==> config.mk <==
export PLATFORM = sky130hd
export DESIGN_NAME = result_readout_buffer
export DESIGN_NICKNAME = d
export VERILOG_FILES = /design/src/rtl/result_readout_buffer_pkg.sv /design/src/rtl/result_readout_buffer_word_select.sv /design/src/rtl/result_readout_buffer.sv
export SDC_FILE = /design/constraint.sdc
export NUM_CORES = 1
export LEC_CHECK = 0
export BUFFER_PORTS_ARGS = -buffer_cell sky130_fd_sc_hd__buf_2
export CORE_AREA = 2 2 319 321
export DETAILED_ROUTE_END_ITERATION = 7
export DIE_AREA = 0 0 321 323
export PLACE_DENSITY = 0.52
export SLEW_MARGIN = 40
export SYNTH_ARGS = -nofsm -noshare
export SYNTH_HDL_FRONTEND = slang
export SYNTH_HIERARCHICAL = 1
export SYNTH_SLANG_ARGS = --single-unit
==> constraint.sdc <==
create_clock -name clk -period 96 [get_ports clk]
set_input_delay 14.4 -clock clk [delete_from_list [all_inputs] [get_ports clk]]
set_output_delay 14.4 -clock clk [all_outputs]
set_load 0.01 [all_outputs]
==> src/rtl/result_readout_buffer_pkg.sv <==
// Shared NPU parameters for the result readout path: output-count derivation,
// index width and the readout FSM state encoding.
package result_readout_buffer_pkg;

    localparam int DATA_W = 32;

    function automatic int calc_num_out(input int in_h, input int in_w,
                                        input int wt_h, input int wt_w);
        return (in_h - wt_h + 1) * (in_w - wt_w + 1);
    endfunction

    function automatic int calc_idx_w(input int num_out);
        return $clog2(num_out + 1);
    endfunction

    // Values for the default 9x9 feature map convolved with a 3x3 kernel.
    localparam int NUM_OUT = calc_num_out(9, 9, 3, 3);
    localparam int IDX_W   = calc_idx_w(NUM_OUT);

    typedef enum logic {
        ST_IDLE   = 1'b0,
        ST_STREAM = 1'b1
    } state_e;

endpackage

==> src/rtl/result_readout_buffer_word_select.sv <==
// Picks one ACC_WIDTH element out of the stored result vector and
// sign-extends it to a 32-bit bus word.
module result_word_select
    import result_readout_buffer_pkg::*;
#(
    parameter int ACC_WIDTH = 16,
    parameter int NUM_OUT   = 49,
    parameter int IDX_W     = 6
) (
    input  logic [ACC_WIDTH*NUM_OUT-1:0] results_vec_i,
    input  logic [IDX_W-1:0]             index_i,
    output logic [DATA_W-1:0]            word_o
);

    logic [ACC_WIDTH-1:0] elem;

    // NOTE: the default assignment before the loop keeps this block latch-free.
    always_comb begin
        elem = '0;
        for (int k = 0; k < NUM_OUT; k++) begin
            if (index_i == IDX_W'(k)) begin
                elem = results_vec_i[k*ACC_WIDTH +: ACC_WIDTH];
            end
        end
    end

    assign word_o = DATA_W'(signed'(elem));

endmodule

==> src/rtl/result_readout_buffer.sv <==
// Captures a full result vector from the compute array and streams it out one
// sign-extended element per accepted read towards the AXI side.
module result_readout_buffer
    import result_readout_buffer_pkg::*;
#(
    parameter int  ACC_WIDTH     = 16,
    parameter int  INPUT_WIDTH   = 9,
    parameter int  INPUT_HEIGHT  = 9,
    parameter int  WEIGHT_WIDTH  = 3,
    parameter int  WEIGHT_HEIGHT = 3,
    localparam int NUM_OUT       = calc_num_out(INPUT_HEIGHT, INPUT_WIDTH,
                                                WEIGHT_HEIGHT, WEIGHT_WIDTH),
    localparam int IDX_W         = calc_idx_w(NUM_OUT)
) (
    input  logic                         clk,
    input  logic                         reset,
    input  logic [ACC_WIDTH*NUM_OUT-1:0] results_in,
    input  logic                         results_valid,
    input  logic                         read_enable,
    output logic [DATA_W-1:0]            data_out,
    output logic                         data_valid,
    output logic                         result_buffer_ready,
    output logic                         readout_done,
    output logic                         overrun,
    output logic [IDX_W-1:0]             read_index
);

    state_e                       state_q, state_d;
    logic [IDX_W-1:0]             idx_q, idx_d;
    logic                         done_q, done_d;
    logic                         ovr_q, ovr_d;
    logic [ACC_WIDTH*NUM_OUT-1:0] results_q;
    logic                         capture;
    logic                         last_elem;
    logic [DATA_W-1:0]            word;

    assign capture   = (state_q == ST_IDLE) && results_valid && !reset;
    assign last_elem = (idx_q == IDX_W'(NUM_OUT - 1));

    always_comb begin
        state_d = state_q;
        idx_d   = idx_q;
        done_d  = 1'b0;
        ovr_d   = ovr_q;
        case (state_q)
            ST_IDLE: begin
                if (results_valid) begin
                    state_d = ST_STREAM;
                    idx_d   = '0;
                end
            end
            ST_STREAM: begin
                // A new vector while streaming is dropped, only flagged.
                if (results_valid) begin
                    ovr_d = 1'b1;
                end
                if (read_enable) begin
                    if (last_elem) begin
                        state_d = ST_IDLE;
                        idx_d   = '0;
                        done_d  = 1'b1;
                    end else begin
                        idx_d = idx_q + IDX_W'(1);
                    end
                end
            end
            default: state_d = ST_IDLE;
        endcase
    end

    // NOTE: sequential state uses non-blocking assignments only.
    always_ff @(posedge clk) begin
        if (reset) begin
            state_q <= ST_IDLE;
            idx_q   <= '0;
            done_q  <= 1'b0;
            ovr_q   <= 1'b0;
        end else begin
            state_q <= state_d;
            idx_q   <= idx_d;
            done_q  <= done_d;
            ovr_q   <= ovr_d;
        end
    end

    // NOTE: the data store has no reset; it is only observable after a capture.
    always_ff @(posedge clk) begin
        if (capture) begin
            results_q <= results_in;
        end
    end

    result_word_select #(
        .ACC_WIDTH (ACC_WIDTH),
        .NUM_OUT   (NUM_OUT),
        .IDX_W     (IDX_W)
    ) u_word_select (
        .results_vec_i (results_q),
        .index_i       (idx_q),
        .word_o        (word)
    );

    assign data_valid          = (state_q == ST_STREAM);
    assign data_out            = data_valid ? word : '0;
    assign result_buffer_ready = (state_q == ST_IDLE);
    assign readout_done        = done_q;
    assign overrun             = ovr_q;
    assign read_index          = idx_q;

endmodule

Yosys cells after proc, flatten, opt, wreduce, memory -nomap -nowiden:

Index checks and enable logic that the tools add are counted.

* add/sub/neg operators: 1
* muxes and demuxes: 59
* equal/unequal tests: 50
* reduce and logical (&&, ||, !) cells: 7
* bitwise gates (word level): 2

Operators by type and width (count)
* 2-to-1 mux 16 bit: 49
* equality test 6 bit (second input constant): 17
* equality test 6 x 5 -> 1 bit (second input constant): 16
* equality test 6 x 4 -> 1 bit (second input constant): 8
* 2-to-1 mux 32 bit: 1
* equality test 6 x 3 -> 1 bit (second input constant): 4
* 2-to-1 mux 6 bit: 3
* equality test 6 x 2 -> 1 bit (second input constant): 2
* case mux 6 bit (2 select lines): 1
* adder 6 x 1 -> 6 bit (second input constant): 1
* equality test 6 x 1 -> 1 bit (second input constant): 1
* logical NOT 6 bit: 1
* 2-to-1 mux 1 bit: 4
* != test 2 bit (second input constant): 2
* AND reduction 2 bit: 2
* OR reduction 3 bit: 1
* logical AND 1 bit: 2
* NOT 1 bit: 2
* case mux 1 bit (2 select lines): 1
* logical NOT 1 bit: 1

* bits of input ports: 788
* flip-flop bits (word level): 793

Depth between registers and ports, before layout:

Gate-level depths: netlist (run 1).

* word-level depth: 51
* gate-level depth with buffers: 14

Modules after synthesis:

The synthesis (run 1) kept the hierarchy.

Modules (own cells, without submodules)
* result_readout_buffer: instances 1, seq. area each 23722.8 µm², cells each 871, area each 24225.7 µm²
* result_word_select: instances 1, seq. area each 0.0 µm², cells each 1322, area each 8667.1 µm²

Least setup slack after synthesis (run 1):

OpenSTA, ideal clock, no wires.

* path type: input port to flip-flop
* from: input port reset
* to: register results_q[0] (enable)
* buffers on the path: 0
* data arrival time: 70.284 ns
* cell stages on the path: 1
* path slack: 22.663 ns
* cells stage by stage: nor3b_1

* longest elaborated chain between the ends: 2

RTL lines
* start, declared: line result_readout_buffer.sv:16 `input logic reset,`
* logical NOT 1 bit: line result_readout_buffer.sv:37 `assign capture = (state_q == ST_IDLE) && results_valid && !reset;`
* logical AND 1 bit: line result_readout_buffer.sv:37
* end signal, assigned: line result_readout_buffer.sv:89 `results_q <= results_in;`
* end, declared: line result_readout_buffer.sv:32 `logic [ACC_WIDTH*NUM_OUT-1:0] results_q;`

Every way passes these cells.
A chain may end at the register's enable or synchronous reset.

Worst setup path after layout (run 1):

* from: register idx_q[1] (netlist: read_index[1])
* to: output port data_out[0]

* longest elaborated chain between the ends: 51
* elaborated cells between the ends (all ways): 99

RTL lines
* start, declared: line result_readout_buffer.sv:29 `logic [IDX_W-1:0] idx_q, idx_d;`
* start signal, assigned: line result_readout_buffer.sv:80 `idx_q <= idx_d;`
* logical NOT 6 bit: line result_readout_buffer_word_select.sv:21 `if (index_i == IDX_W'(k)) begin`
* 2-to-1 mux 16 bit (48 in series): line result_readout_buffer_word_select.sv:21
* 2-to-1 mux 16 bit (*): line result_readout_buffer_word_select.sv:21
* named net word[0]: line result_readout_buffer.sv:35 `logic [DATA_W-1:0] word;`
* 2-to-1 mux 32 bit (*): line result_readout_buffer.sv:104 `assign data_out = data_valid ? word : '0;`
* end, declared: line result_readout_buffer.sv:20 `output logic [DATA_W-1:0] data_out,`

Mark *: on every way through the listed nets, which the timed path passes. The rest lies on a longest branch.

==> results.tsv, run 1 <==
metric	value	unit
status	finished, final reports clean	
total_power	0.805	mW
holdWs	467	ps
finalNonFillerCells	4381	
cp_slowest_cell	buf_4	
core-area	101000	um^2
grt_pass1_vias	24500	
drive_gt1_share	37.3	%
path_cells	buf_4, nand2_2, buf_4, nor2_2, a222oi_1, nor4bb_1, o21ai_0, a31oi_1, nor3_1, and2_1, buf_2	
finalSetupViolations	0	
worst_slack	75780	ps
syn_nets	2983	
period_needed	20220	ps
port_buffers	829	
arrival	5820	ps
syn_area	32900	um^2
cts-root-buf	clkbuf_16	
final_area	41400	um^2
fillers	9511	
fmax	49.5	MHz
yosysTopAreaCellShare	71.6	%
slew_headroom	42.8	%
clk_pin_slew	60	ps
finalHoldViolCount	0	
worstSetupEndpointType	primary output	
clock_sinks	793	
cts_hold_buf	0	
ys_ff_latch	793	
path_class	reg -> out	
syn_to_final_growth	25.9	%
critPathTopFamily	simple AND/OR/NAND/NOR gates	
post_cts_buffers	0	
required	81600	ps
crit_buf_inv	3	
initial_core_util	32.7	%
clk_path_buf_depth	3	
die_h	323	um
holdCritPathClass	reg -> reg	
place_congestion	0.887	
io-pin-count	830	
synth_most_common_cell	edfxtp_1	
yosysUniqueCellTypes	93	
synthCells	2193	
met2_usage	47.0	%
cap_violations	0	
crit_top_cell	buf_4	
place_inst	4199	
leakagePower	14.7	nW
period_share	21.1	%
crit_fanout	53	
dpl_cell_area	38400	um^2
worst_pin_slew	847	ps
cts_buffers	89	
num_rows	117	
busiest_layer	met2	
drc_errors	0	
grt_use_total	27.2	%
synth_flop_cell	edfxtp_1	
clock_skew	18.8	ps
synth_enable_flop_cells	784	
drv_slew	0	
synth_common_cells	edfxtp_1, nor2_1, a21oi_1	
fin_util	41.1	%
synth.avg_cell_area	15.0	um^2
seq_area_frac_synth	72.1	%
grtUsageMet1	33.8	%
dp_hpwl	107	mm
grtUsageMet3	5.55	%
grt_max_degree	164	
async_flop_share	0	%
antenna_found_initial	51	
wl_per_cell	33.3	um
dr.pass1.iters	6	
grt_pass1_wl	195	mm
seq_area	23700	um^2
clk_latency	680	ps
wl	146	mm
die_x	321	um
synth_area_leader_cell	edfxtp_1	
start_kind	flop	
multi_input_area	8300	um^2
vdd_drop_max	0.0000141	V
drt.antenna.violating_nets	0	
vias_per_cell	5.57	
rsz0062_at_grt	no	
cpPeakStageDelay	720	ps
overflow	0	
die_area	104000	um^2
powerDensity	19.4	nW/um^2
cts_tree	done	
tns	0	ps
cts_resized	0	
initialDrtViolationCount	2843	
layout.nets	3772	
yosys-top-cells-area	edfxtp_1, mux2i_1, a21oi_1	
ys_warn_count	6	
place_ws	76450	ps
num_vias	24400	
htreeDepth	3	
## final cells by class
type | instances | share of cell area, %
sequential | 793 | 57.3
multi-input combinational | 1207 | 20.0
timing repair buffer | 882 | 11.3
clock buffer | 111 | 5.68
tap | 1309 | 3.95
clock inverter | 50 | 1.46
antenna | 20 | 0.121
inverter | 9 | 0.0967
## path summary, 6_finish.rpt
| path | endpoint | startpoint | cells past startpoint | slack, ps |
|---|---|---|---|---|
| setup reg to reg | read_index[0] | read_index[0] | 7 | 92980 |
| hold reg to reg | overrun | overrun | 2 | 470 |
| hold / removal | overrun | overrun | 2 | 470 |
| setup / recovery | data_out[0] | read_index[1] | 11 | 75780 |
## kinds of logic after synthesis
| group | synth area share, % |
|---|---|
| flops | 72.1 |
| compound gates | 12.8 |
| simple gates | 7.11 |
| buf+inv | 3.10 |
| mux | 4.77 |
| fa+ha+maj | 0.0761 |
| xor+xnor | 0.0266 |
## metal layers
| metal | vias to the layer above | wire length, um |
|---|---|---|
| li1 | 10400 | - |
| met1 | 12400 | 56100 |
| met2 | 1363 | 73200 |
| met3 | 252 | 11700 |
| met4 | 32 | 4740 |
| met5 | - | 207 |
## tightest hold or removal path, cell delays in order (launching register included)
cell     delay (ps)
dfxtp_1         330
a21oi_1          40
nor2_1           70
## cells in the final DEF (no fill, tap or decap), drive strengths merged, types with 27 or more instances in the layout
cell type / Yosys / routed
buf: 129 / 882
edfxtp: 784 / 784
o21ai: 137 / 137
nor2: 137 / 137
a21oi: 133 / 133
clkbuf: 55 / 111
nand2: 85 / 85
mux2i: 68 / 68
nand3: 62 / 62
o22ai: 55 / 55
mux2: 51 / 51
a22oi: 42 / 42
nor3: 36 / 36
and2: 34 / 34
a31oi: 31 / 31
a211oi: 27 / 27
clkinv: 2 / 27
## registers in the layout (all words and copies together), names as in the netlist
name	count
results_q	784
read_index	6
data_valid	1
overrun	1
readout_done	1
## power breakdown
part	internal (mW)	total [mW]	leakage [nW]	switching (mW)
logic	0.0196	0.0493	5.92	0.0298
clock network	0.209	0.354	1.44	0.145
registers	0.397	0.402	7.33	0.00552
total	0.625	0.805	14.7	0.180
Note: power is estimated with default switching activity, not from simulation.
==> run 2, diff against run 1 <==
--- a/config.mk
+++ b/config.mk
@@ -6,9 +6,9 @@
 export NUM_CORES = 1
 export LEC_CHECK = 0
 export BUFFER_PORTS_ARGS = -buffer_cell sky130_fd_sc_hd__buf_2
-export CORE_AREA = 2 2 319 321
+export CORE_AREA = 2 2 325 327
 export DETAILED_ROUTE_END_ITERATION = 7
-export DIE_AREA = 0 0 321 323
+export DIE_AREA = 0 0 327 329
 export PLACE_DENSITY = 0.52
 export SLEW_MARGIN = 40
 export SYNTH_ARGS = -nofsm -noshare
==> constraint.sdc (replaced) <==
create_clock -name clk -period 17.21 [get_ports clk]
set_input_delay 2.5815 -clock clk [delete_from_list [all_inputs] [get_ports clk]]
set_output_delay 2.5815 -clock clk [all_outputs]
set_load 0.01 [all_outputs]
==> run 2 against run 1 <==
Power grew to 5.5 times the previous value. Sequential power grew to 5.6 times the previous value. Critical path depth stayed put. Die area is 3.8% higher. Non-clock buffer count is 6 higher. Flip-flop and latch count stayed put. Utilization is 1.4 points lower.
==> results.tsv, run 2 (synthesis results as in run 1) <==
metric	value	unit	change
holdCritPathClass	reg -> reg		unchanged
seq_area	23700	um^2	about the same
clock_sinks	793		unchanged
powerDensity	107	nW/um^2	was 19.4 nW/um^2
clock_skew	28.0	ps	was 18.8 ps
htreeDepth	3		unchanged
clk_latency	680	ps	about the same
mostFrequentLayoutCells	buf_2, edfxtp_1, a21oi_1, o21ai_0, nor2_1		unchanged
vdd_drop_max	0.0000769	V	was 0.0000141 V
die_x	327	um	was 321 um
rr_startpoint	data_valid		was read_index[0]
syn_to_final_growth	26.0	%	was 25.9%
drt-met1-wl	57.4	mm	was 56.1 mm
vias_per_cell	5.48		was 5.57
leakagePower	14.7	nW	about the same
required	14630	ps	was 81600 ps
grt_max_degree	112		was 164
wl_met2	73.9	mm	was 73.2 mm
wl_per_cell	33.0	um	was 33.3 um
period_needed	8310	ps	
cts-root-buf	clkbuf_16		unchanged
antenna_found_initial	40		was 51
path_class	reg -> out		unchanged
cpPeakStageDelay	740	ps	was 720 ps
holdWs	478	ps	was 467 ps
dpl_cell_area	38500	um^2	was 38400 um^2
core-area	104000	um^2	was 101000 um^2
final_area	41400	um^2	about the same
drv_slew	0		unchanged
start_kind	flop		unchanged
dp_hpwl	109	mm	was 107 mm
finalSetupViolations	0		unchanged
r2r_slack	13690	ps	was 92980 ps
grt_pass1_wl	196	mm	was 195 mm
num_rows	119		was 117
status	finished, final reports clean		unchanged
fmax	120	MHz	
finalHoldViolCount	0		unchanged
crit_buf_inv	3		unchanged
arrival	5730	ps	was 5820 ps
cp.depth	11		unchanged
cts_hold_buf	0		unchanged
cp_slowest_cell	dfxtp_4		was buf_4
place_congestion	0.872		was 0.887
fillers	10000		was 9511
drc_errors	0		unchanged
final_common_cell	buf_2		unchanged
slew_headroom	35.0	%	was 42.8%
dr.pass1.iters	5		was 6
layout.nets	3781		was 3772
wl	147	mm	was 146 mm
wl_met3	10.7	mm	was 11.7 mm
rsz0062_at_grt	no		unchanged
die_h	329	um	was 323 um
crit_fanout	50		was 53
cts_buffers	92		was 89
reg2reg_depth	5		was 7
crit_top_cell	buf_4		unchanged
post_cts_buffers	0		unchanged
clk_pin_slew	60	ps	about the same
cts_resized	0		unchanged
die_area	108000	um^2	was 104000 um^2
largest_reg_flops	784		unchanged
largest_register	results_q		unchanged
port_buffers	829		unchanged
grt_use_total	26.6	%	was 27.2%
cp-endpoint	data_out[22]		was data_out[0]
drt.antenna.violating_nets	0		unchanged
overflow	0		unchanged
reg2reg_to	results_q[122]		was read_index[0]
io-pin-count	830		unchanged
startpoint	read_index[0]		was read_index[1]
top_layer	met5		unchanged
worst_pin_slew	969	ps	was 847 ps
cap_violations	0		unchanged
total_power	4.43	mW	was 0.805 mW
initialDrtViolationCount	2623		was 2843
multi_input_area	8310	um^2	was 8300 um^2
period_share	48.3	%	
grt_pass1_vias	24300		was 24500
num_vias	24500		was 24400
drive_gt1_share	37.1	%	was 37.3%
clk_path_buf_depth	3		unchanged
critPathTopFamily	compound AO/OA/AOI/OAI gates		was simple AND/OR/NAND/NOR gates
initial_core_util	31.5	%	was 32.7%
cts_tree	done		unchanged
path_cells	buf_4, and2_2, buf_4, nand2_1, o21ai_0, a2111oi_0, a211oi_2, o31a_1, o21ai_2, and2_1, buf_2		was buf_4, nand2_2, buf_4, nor2_2, a222oi_1, nor4bb_1, o21ai_0, a31oi_1, nor3_1, and2_1, buf_2
worstSetupEndpointType	primary output		unchanged
[run 2: cell count changes in the layout (fill, tap and decap cells not counted), moves of 3 or more]
cell / before / now
inv_6: 7 / 3
diode_2: 20 / 12
clkinv_1: 11 / 22
bufinv_16: 13 / 9
buf_4: 43 / 49
clkbuf_1: 20 / 17
[run 2: where the power goes]
group	internal (mW)	switching (mW)	total (mW)
Sequential	2.21	0.0314	2.24
Clock	1.11	0.804	1.92
Combinational	0.109	0.165	0.274
Total	3.43	1.00	4.43
[run 2: area by class of cell]
class	count	area share, %
diodes	12	0.0725
clock buffers	109	5.71
clock inverters	55	1.24
inverters	9	0.0966
multi-input cells	1207	20.1
flip-flops and latches	793	57.3
well taps	1391	4.20
repair buffers	888	11.3
[run 2: how the worst min path moves through the flow]
stage / from / cells past startpoint / end / slack [ps]
after floorplan: overrun / 2 / overrun / 500
after global placement: overrun / 2 / overrun / 440
after detailed placement: overrun / 2 / overrun / 460
after CTS: overrun / 2 / overrun / 480
after global routing: overrun / 2 / overrun / 530
final: overrun / 2 / overrun / 480
[run 2: metal layers]
metal,GRT usage [%],up-vias
met3,5.15,287
met1,33.2,12400
li1,-,10400
met5,0,-
met2,46.5,1325
met4,8.28,28
[run 2: metrics by stage]
step	std cells	setup WS (ps)	setup TNS [ps]	util, %
CTS	4451	8770	0	39.7
global route	4455	8670	0	39.7
global placement	4284	9500	0	36.8
finish	4464	8900	0	39.7
floorplan	2193	-5580	-4370900	-
detailed placement	4287	9510	0	36.9
[run 2: worst reg2reg max path, stage by stage, from the launching register on]
cell and delay (ps):
dfxtp_4 500, nor3b_4 290, buf_6 540, buf_6 740, buf_12 580, buf_16 450
